<file path="config.mk">
export PLATFORM = sky130hd
export DESIGN_NAME = wt_dcache_mem_sched_flat
export DESIGN_NICKNAME = d
export VERILOG_FILES = /design/src/rtl/wt_dcache_mem_sched_if.sv /design/src/rtl/wt_dcache_mem_sched.sv /design/src/flat_wrapper.sv
export SDC_FILE = /design/constraint.sdc
export NUM_CORES = 1
export LEC_CHECK = 0
export CORE_AREA = 2 2 140 142
export DETAILED_ROUTE_END_ITERATION = 8
export DIE_AREA = 0 0 142 144
export PLACE_DENSITY = 0.7
export REMOVE_ABC_BUFFERS = 1
export SETUP_SLACK_MARGIN = 0.5
export SYNTH_ARGS = -nofsm -noshare
export SYNTH_HDL_FRONTEND = slang
export SYNTH_SLANG_ARGS = --single-unit
</file>
<file path="constraint.sdc">
create_clock -name clk_i -period 14.2 [get_ports clk_i]
set_clock_uncertainty 0.2 [all_clocks]
set_input_delay 3.55 -clock clk_i [delete_from_list [all_inputs] [get_ports clk_i]]
set_output_delay 3.55 -clock clk_i [all_outputs]
set_load 0.02 [all_outputs]
</file>
<file path="src/rtl/wt_dcache_mem_sched_if.sv">
// Request/response bundle between the write-through dcache front end, the
// memory scheduler and the memory side. Signal suffixes are from the scheduler's view.
interface wt_dcache_mem_sched_if #(
    parameter int unsigned AddrWidth = 64,
    parameter int unsigned DataWidth = 64,
    parameter int unsigned TidWidth  = 2
);
    localparam int unsigned BeWidth = DataWidth / 8;

    // Load-miss port
    logic                 ld_req_i;
    logic                 ld_gnt_o;
    logic [AddrWidth-1:0] ld_addr_i;

    // Write-buffer store port
    logic                 st_req_i;
    logic                 st_gnt_o;
    logic [AddrWidth-1:0] st_addr_i;
    logic [DataWidth-1:0] st_data_i;
    logic [BeWidth-1:0]   st_be_i;

    // Fence
    logic                 fence_i;
    logic                 fence_done_o;

    // Memory request
    logic                 mem_req_o;
    logic                 mem_gnt_i;
    logic                 mem_store_o;
    logic [AddrWidth-1:0] mem_addr_o;
    logic [DataWidth-1:0] mem_data_o;
    logic [BeWidth-1:0]   mem_be_o;
    logic [TidWidth-1:0]  mem_tid_o;

    // Memory response
    logic                 mem_rtrn_vld_i;
    logic                 mem_rtrn_store_i;

    // Status
    logic [3:0]           st_outstanding_o;
    logic                 busy_o;

    // Scheduler side
    modport master (
        input  ld_req_i, ld_addr_i,
        input  st_req_i, st_addr_i, st_data_i, st_be_i,
        input  fence_i,
        input  mem_gnt_i, mem_rtrn_vld_i, mem_rtrn_store_i,
        output ld_gnt_o, st_gnt_o, fence_done_o,
        output mem_req_o, mem_store_o, mem_addr_o, mem_data_o, mem_be_o, mem_tid_o,
        output st_outstanding_o, busy_o
    );

    // Requesters and memory side
    modport slave (
        output ld_req_i, ld_addr_i,
        output st_req_i, st_addr_i, st_data_i, st_be_i,
        output fence_i,
        output mem_gnt_i, mem_rtrn_vld_i, mem_rtrn_store_i,
        input  ld_gnt_o, st_gnt_o, fence_done_o,
        input  mem_req_o, mem_store_o, mem_addr_o, mem_data_o, mem_be_o, mem_tid_o,
        input  st_outstanding_o, busy_o
    );
endinterface

</file>
<file path="src/rtl/wt_dcache_mem_sched.sv">
// Arbitrates load misses and write-buffer stores onto a single registered memory
// request port, tracks outstanding transactions and sequences fence drains.
module wt_dcache_mem_sched #(
    parameter int unsigned AddrWidth            = 64,
    parameter int unsigned DataWidth            = 64,
    parameter int unsigned TidWidth             = 2,
    parameter int unsigned MaxOutstandingStores = 7
) (
    input logic                  clk_i,
    input logic                  rst_i,
    wt_dcache_mem_sched_if.master bus
);
    localparam int unsigned BeWidth = DataWidth / 8;

    typedef enum logic [1:0] {StIdle, StDrain, StDone} state_e;

    state_e               state_q, state_d;

    logic                 oreg_vld_q, oreg_vld_d;
    logic                 oreg_store_q, oreg_store_d;
    logic [AddrWidth-1:0] oreg_addr_q, oreg_addr_d;
    logic [DataWidth-1:0] oreg_data_q, oreg_data_d;
    logic [BeWidth-1:0]   oreg_be_q, oreg_be_d;
    logic [TidWidth-1:0]  oreg_tid_q, oreg_tid_d;

    logic                 load_pending_q, load_pending_d;
    logic                 last_store_q, last_store_d;
    logic [3:0]           st_cnt_q, st_cnt_d;
    logic [TidWidth-1:0]  seq_q, seq_d;

    logic                 oreg_free;
    logic                 idle;
    logic                 ld_elig, st_elig;
    logic                 ld_acc, st_acc;
    logic                 st_ack, ld_fill;

    // Arbitration and response qualification
    always_comb begin
        // Gated by rst_i so grants drop the same cycle reset is raised
        idle      = (state_q == StIdle) && !rst_i;
        oreg_free = !oreg_vld_q || bus.mem_gnt_i;
        ld_elig   = bus.ld_req_i && !load_pending_q && idle;
        st_elig   = bus.st_req_i && (st_cnt_q < 4'(MaxOutstandingStores)) && idle;
        ld_acc    = oreg_free && ld_elig && (!st_elig || last_store_q);
        st_acc    = oreg_free && st_elig && !ld_acc;
        // Acks with nothing to acknowledge are dropped to avoid underflow
        st_ack    = bus.mem_rtrn_vld_i && bus.mem_rtrn_store_i && (st_cnt_q != 4'd0);
        ld_fill   = bus.mem_rtrn_vld_i && !bus.mem_rtrn_store_i && load_pending_q;
    end

    // Output register, bookkeeping and fence FSM next state
    always_comb begin
        oreg_vld_d     = oreg_vld_q;
        oreg_store_d   = oreg_store_q;
        oreg_addr_d    = oreg_addr_q;
        oreg_data_d    = oreg_data_q;
        oreg_be_d      = oreg_be_q;
        oreg_tid_d     = oreg_tid_q;
        load_pending_d = load_pending_q;
        last_store_d   = last_store_q;
        st_cnt_d       = st_cnt_q;
        seq_d          = seq_q;
        state_d        = state_q;

        if (ld_acc) begin
            oreg_vld_d   = 1'b1;
            oreg_store_d = 1'b0;
            oreg_addr_d  = bus.ld_addr_i;
            oreg_data_d  = '0;
            oreg_be_d    = '0;
            oreg_tid_d   = '0;
        end else if (st_acc) begin
            oreg_vld_d   = 1'b1;
            oreg_store_d = 1'b1;
            oreg_addr_d  = bus.st_addr_i;
            oreg_data_d  = bus.st_data_i;
            oreg_be_d    = bus.st_be_i;
            oreg_tid_d   = seq_q;
        end else if (oreg_vld_q && bus.mem_gnt_i) begin
            oreg_vld_d   = 1'b0;
        end

        if (ld_acc) begin
            load_pending_d = 1'b1;
        end else if (ld_fill) begin
            load_pending_d = 1'b0;
        end

        if (ld_acc) begin
            last_store_d = 1'b0;
        end else if (st_acc) begin
            last_store_d = 1'b1;
        end

        unique case ({st_acc, st_ack})
            2'b10:   st_cnt_d = st_cnt_q + 4'd1;
            2'b01:   st_cnt_d = st_cnt_q - 4'd1;
            default: st_cnt_d = st_cnt_q;
        endcase

        if (st_acc) begin
            seq_d = seq_q + TidWidth'(1);
        end

        unique case (state_q)
            StIdle: begin
                if (bus.fence_i) begin
                    state_d = StDrain;
                end
            end
            StDrain: begin
                // Look at next-state values so a same-cycle final ack completes the drain
                if (!oreg_vld_d && (st_cnt_d == 4'd0) && !load_pending_d) begin
                    state_d = StDone;
                end
            end
            StDone:  state_d = StIdle;
            default: state_d = StIdle;
        endcase
    end

    always_ff @(posedge clk_i or posedge rst_i) begin
        if (rst_i) begin
            state_q        <= StIdle;
            oreg_vld_q     <= 1'b0;
            oreg_store_q   <= 1'b0;
            oreg_addr_q    <= '0;
            oreg_data_q    <= '0;
            oreg_be_q      <= '0;
            oreg_tid_q     <= '0;
            load_pending_q <= 1'b0;
            last_store_q   <= 1'b1;
            st_cnt_q       <= 4'd0;
            seq_q          <= '0;
        end else begin
            state_q        <= state_d;
            oreg_vld_q     <= oreg_vld_d;
            oreg_store_q   <= oreg_store_d;
            oreg_addr_q    <= oreg_addr_d;
            oreg_data_q    <= oreg_data_d;
            oreg_be_q      <= oreg_be_d;
            oreg_tid_q     <= oreg_tid_d;
            load_pending_q <= load_pending_d;
            last_store_q   <= last_store_d;
            st_cnt_q       <= st_cnt_d;
            seq_q          <= seq_d;
        end
    end

    assign bus.ld_gnt_o         = ld_acc;
    assign bus.st_gnt_o         = st_acc;
    assign bus.fence_done_o     = (state_q == StDone);
    assign bus.mem_req_o        = oreg_vld_q;
    assign bus.mem_store_o      = oreg_store_q;
    assign bus.mem_addr_o       = oreg_addr_q;
    assign bus.mem_data_o       = oreg_data_q;
    assign bus.mem_be_o         = oreg_be_q;
    assign bus.mem_tid_o        = oreg_tid_q;
    assign bus.st_outstanding_o = st_cnt_q;
    assign bus.busy_o           = oreg_vld_q | load_pending_q | (st_cnt_q != 4'd0);

endmodule

</file>
<file path="src/flat_wrapper.sv">
// flat-port wrapper written by rule: the top's interface ports become plain ports
module wt_dcache_mem_sched_flat 
#(
    parameter int unsigned AddrWidth            = 64,
    parameter int unsigned DataWidth            = 64,
    parameter int unsigned TidWidth             = 2,
    parameter int unsigned MaxOutstandingStores = 7
)
  (clk_i, rst_i, bus_ld_req_i, bus_ld_addr_i, bus_st_req_i, bus_st_addr_i, bus_st_data_i, bus_st_be_i, bus_fence_i, bus_mem_gnt_i, bus_mem_rtrn_vld_i, bus_mem_rtrn_store_i, bus_ld_gnt_o, bus_st_gnt_o, bus_fence_done_o, bus_mem_req_o, bus_mem_store_o, bus_mem_addr_o, bus_mem_data_o, bus_mem_be_o, bus_mem_tid_o, bus_st_outstanding_o, bus_busy_o);
  wt_dcache_mem_sched_if #(.AddrWidth(AddrWidth), .DataWidth(DataWidth), .TidWidth(TidWidth)) bus_i ();
  input logic clk_i;
  input logic rst_i;
  input wire logic [$bits(bus_i.ld_req_i)-1:0] bus_ld_req_i;
  input wire logic [$bits(bus_i.ld_addr_i)-1:0] bus_ld_addr_i;
  input wire logic [$bits(bus_i.st_req_i)-1:0] bus_st_req_i;
  input wire logic [$bits(bus_i.st_addr_i)-1:0] bus_st_addr_i;
  input wire logic [$bits(bus_i.st_data_i)-1:0] bus_st_data_i;
  input wire logic [$bits(bus_i.st_be_i)-1:0] bus_st_be_i;
  input wire logic [$bits(bus_i.fence_i)-1:0] bus_fence_i;
  input wire logic [$bits(bus_i.mem_gnt_i)-1:0] bus_mem_gnt_i;
  input wire logic [$bits(bus_i.mem_rtrn_vld_i)-1:0] bus_mem_rtrn_vld_i;
  input wire logic [$bits(bus_i.mem_rtrn_store_i)-1:0] bus_mem_rtrn_store_i;
  output wire logic [$bits(bus_i.ld_gnt_o)-1:0] bus_ld_gnt_o;
  output wire logic [$bits(bus_i.st_gnt_o)-1:0] bus_st_gnt_o;
  output wire logic [$bits(bus_i.fence_done_o)-1:0] bus_fence_done_o;
  output wire logic [$bits(bus_i.mem_req_o)-1:0] bus_mem_req_o;
  output wire logic [$bits(bus_i.mem_store_o)-1:0] bus_mem_store_o;
  output wire logic [$bits(bus_i.mem_addr_o)-1:0] bus_mem_addr_o;
  output wire logic [$bits(bus_i.mem_data_o)-1:0] bus_mem_data_o;
  output wire logic [$bits(bus_i.mem_be_o)-1:0] bus_mem_be_o;
  output wire logic [$bits(bus_i.mem_tid_o)-1:0] bus_mem_tid_o;
  output wire logic [$bits(bus_i.st_outstanding_o)-1:0] bus_st_outstanding_o;
  output wire logic [$bits(bus_i.busy_o)-1:0] bus_busy_o;
  assign bus_i.ld_req_i = bus_ld_req_i;
  assign bus_i.ld_addr_i = bus_ld_addr_i;
  assign bus_i.st_req_i = bus_st_req_i;
  assign bus_i.st_addr_i = bus_st_addr_i;
  assign bus_i.st_data_i = bus_st_data_i;
  assign bus_i.st_be_i = bus_st_be_i;
  assign bus_i.fence_i = bus_fence_i;
  assign bus_i.mem_gnt_i = bus_mem_gnt_i;
  assign bus_i.mem_rtrn_vld_i = bus_mem_rtrn_vld_i;
  assign bus_i.mem_rtrn_store_i = bus_mem_rtrn_store_i;
  assign bus_ld_gnt_o = bus_i.ld_gnt_o;
  assign bus_st_gnt_o = bus_i.st_gnt_o;
  assign bus_fence_done_o = bus_i.fence_done_o;
  assign bus_mem_req_o = bus_i.mem_req_o;
  assign bus_mem_store_o = bus_i.mem_store_o;
  assign bus_mem_addr_o = bus_i.mem_addr_o;
  assign bus_mem_data_o = bus_i.mem_data_o;
  assign bus_mem_be_o = bus_i.mem_be_o;
  assign bus_mem_tid_o = bus_i.mem_tid_o;
  assign bus_st_outstanding_o = bus_i.st_outstanding_o;
  assign bus_busy_o = bus_i.busy_o;
  wt_dcache_mem_sched #(.AddrWidth(AddrWidth), .DataWidth(DataWidth), .TidWidth(TidWidth), .MaxOutstandingStores(MaxOutstandingStores)) u_core (.clk_i(clk_i), .rst_i(rst_i), .bus(bus_i));
endmodule
</file>
==> metrics list <==
* Cts repair resizes: 0
* Portion of the post-synthesis area used by sequential elements: 62.30%
- The initial utilization of the core area, before any placement, comes to 31.59%.
- Leading area contributor after synthesis: sky130_fd_sc_hd__dfrtp_1
- Wire length of the first global-routing pass: 28.99 mm
- In this run, synthesis produced a sequential element count of 150.
- Total of max-cap violations: 0
- After synthesis the cells add up to 6027 um2.
* Unrepaired setup endpoints after global routing: no
- For this run, the leading register cell type out of synthesis is sky130_fd_sc_hd__dfrtp_1.
- The floorplan has 51 rows.
- The total count of hold-check failures in the final report is 0.
- DRC: 0
- Routed Wire Length: 19.35 mm
* Mean number of vias per cell: 4.922
* R2r endpoint: u_core.state_q[1]
* Clock group share of total power: 21.9%
- The count of nets left with antenna violations once routing finished came out at 0.
- In this run the horizontal extent of the chip is 142 um.
- The initial antenna violation count came to 0.
* Run status: complete, no violations
- Final global-route overflow total: 0
- Avg Inst Size Synth: 13.48 um2
- FF-to-FF path depth: 13
- Psw: 710.9 uW
- Worst R2R Setup Slack: 10.27 ns
* Clock Latency Late Sink: 0.41 ns
- Tot GR Track Use: 18.39%
* Post-synth top area share: 61.86%
- The die covers 20450 um2.
* Largest net degree at the start of global routing: 78
* Worst setup SP type: input port
* Routed wire per std cell: 18.62 um
* Starting DRT DRC Count: 269
* Leakage: 4.770 nW
* Cts bufs inserted: 17
- The via count of the first global-routing pass was 5273.
- Fmax achieved: 0.1088 GHz
- Number of buffers on the longest clock path: 2
- Largest delay share family, worst path: buffers and inverters
- Number of setup buffers added after CTS: 0
* Distinct cell type count after synthesis: 35
- Sequential Power Share: 33.6%
- Endpoint with the worst hold slack: u_core.seq_q[0]
- Counting flops with an async set or reset pin after synthesis yields a share of 100.0%.
- By area the synthesized netlist is led by sky130_fd_sc_hd__dfrtp_1 62%, sky130_fd_sc_hd__a22o_1 20%, sky130_fd_sc_hd__a21o_1 8.1%.
- Net switching is 34.17% of the power.
- Headroom to the max-slew limit came out at 36.32%.
- After layout, the worst path uses 64.75% of the clock period.
* Synth warnings: 0
* Proportion of power drawn by combinational gates: 44.5%
- The signal on the critical path passes through clkdlybuf4s50_1, nor3_1, nand2_1, nor2_1, o21a_2, clkdlybuf4s50_1.
* EDFF count, synth: 0
- The clock drives 150 sinks.
* Cell area power density: 201.8 nW/um2
- Actual slew at the worst max-slew pin: 0.9551 ns
- The routed layout has 5114 vias.
* Final worst path period need: 9.194 ns
* Crit-path max cell delay: 0.66 ns
- Most Frequent Cell on Critical Path: sky130_fd_sc_hd__clkdlybuf4s50_1
* Number of top-level pins: 356
- Finish-stage setup viols: 0
- At the worst endpoint, the arrival time is 5.44 ns.
- Crit path capture type: primary output
- On the critical path, the stage with the largest delay is an instance of sky130_fd_sc_hd__clkdlybuf4s50_1.
- Synthesized instance count: 447
* Number of pins with negative max-slew slack in the final report: 0
- Final weighted congestion in routability-driven placement: 0.7850
- Input and output buffers added on the ports amount to 355.
- Clock transition at the registers of the reported paths: 0.06 ns
* Number of antenna diodes: 0
- Maximum ir drop on the vdd rail: 90.12 uV
- Buffers and inverters on the worst path: 2
* Origin of the worst min-delay path: u_core.seq_q[0]
* Worst min path class: reg -> reg
* HPWL Detailed: 13.04 mm
* Internal power contribution: 1.369 mW
- Most frequent cell after synthesis: sky130_fd_sc_hd__dfrtp_1
* Critical register-to-register path startpoint: u_core.bus.st_outstanding_o[2]
- Ratio of cells with drive above 1 in the final layout: 5.368%
* Synth top cells by count: 149 x sky130_fd_sc_hd__dfrtp_1, 137 x sky130_fd_sc_hd__a22o_1, 65 x sky130_fd_sc_hd__a21o_1
* Net total in the final layout: 999
- In this run the clock root is driven by a sky130_fd_sc_hd__clkbuf_16.
- After routing, the total negative slack on setup checks comes to 0 ns.
- Hold buffer count at cts: 0
* Critical Setup Path Class: in -> out
- Number of iterations in the first detailed-routing pass: 4
* Layout area overhead: 71.06%
- The design draws 2.080 mW.
- Required time at the worst-slack endpoint: 10.45 ns
- The H-tree was split into 4 levels.
- Die Y-Extent: 144 um
* CTS tree: built
- Along the worst hold path, the cell count comes to 1.
* Final design utilization: 54.04%
- The total area inside the core boundary comes to 19080 um2.
* Largest fanout on the critical path: 4
sequential cells by signal (all words and copies together), names as in the netlist:
register,cells
u_core.load_pending_q,1
u_core.bus.mem_req_o,1
u_core.bus.mem_be_o,8
u_core.bus.mem_addr_o,64
u_core.state_q,2
u_core.bus.st_outstanding_o,4
u_core.last_store_q,1
u_core.bus.mem_tid_o,2
u_core.seq_q,2
u_core.bus.mem_store_o,1
u_core.bus.mem_data_o,64
power by group through the flow:
| stage | combinational [mW] | clock [mW] | sequential [mW] |
|---|---|---|---|
| finish | 0.926 | 0.456 | 0.698 |
| floorplan | 0.289 | 0 | 0.885 |
| global placement | 0.926 | 0 | 0.698 |
| global route | 0.982 | 0.487 | 0.716 |
| CTS | 0.938 | 0.468 | 0.697 |
| detailed placement | 0.935 | 0 | 0.698 |
cell families after synthesis:
kind of cell	count (synthesis)	synth area share [%]
AND/OR/NAND/NOR	31	2.803
XOR/XNOR	7	1.017
multiplexers	2	0.3529
AO/OA/AOI/OAI	210	28.94
buffers and inverters	44	3.965
flip-flops	150	62.30
adder cells (fa/ha/maj)	3	0.6229
layout by cell type (no fill, tap or decap), drive strengths merged, types with 4 or more instances in the layout:
cell type      instances
inv                   11
xnor2                  4
dfrtp                149
nand2                  8
clkinvlp               4
nor2                   7
a21o                  65
clkdlybuf4s50        355
clkbuf                20
buf                    5
a22o                 137
nor2b                  4
how the worst max path moves through the flow:
stage / from / to / slack, ns / cells past startpoint
finish: rst_i / bus_ld_gnt_o / 5.01 / 6
global route: rst_i / bus_ld_gnt_o / 4.90 / 6
CTS: rst_i / bus_ld_gnt_o / 5.01 / 6
detailed placement: rst_i / bus_ld_gnt_o / 5.03 / 6
global placement: rst_i / bus_ld_gnt_o / 5.07 / 6
floorplan: rst_i / bus_st_gnt_o / 2.29 / 3
per-stage QoR:
| step | cells | setup slack [ns] | area, um2 | hold WS, ns |
|---|---|---|---|---|
| finish | 1039 | 5.006 | 10310 | 0.2671 |
| global route | 1039 | 4.896 | 10310 | 0.2893 |
| CTS | 1039 | 5.015 | 10310 | 0.2689 |
| detailed placement | 1007 | 5.034 | 9721 | 0.2585 |
| global placement | 1007 | 5.074 | 9721 | 0.2590 |
| floorplan | 409 | 2.292 | 5811 | 0.2395 |
cell type report:
| type | count | area, um2 |
|---|---|---|
| clock buffers | 20 | 446.7 |
| repair buffers | 360 | 3591 |
| well taps | 238 | 297.8 |
| flip-flops and latches | 150 | 3755 |
| inverters | 6 | 27.53 |
| multi-input cells | 253 | 2049 |
| clock inverters | 12 | 142.6 |
| fillers | 1667 | 8770 |
routing by layer:
metal / GRT usage (%) / vias up / routed length, um
met4: 8.000 / 0 / 532
met3: 5.166 / 32 / 1179
met1: 22.86 / 2526 / 8117
met5: 0 / - / 0
met2: 30.10 / 189 / 9522
li1: - / 2367 / -
worst register-to-register path, delay by kind of cell, from the launching register on:
family                   cells  cell delay (ns)
multiplexers                 1             0.23
buffers and inverters        2             0.83
XOR/XNOR                     2             0.28
AND/OR/NAND/NOR              4             0.88
flip-flops                   1             0.46
AO/OA/AOI/OAI                2             0.50
adder cells (fa/ha/maj)      2             0.51
Power figures use the tool's default switching activity.
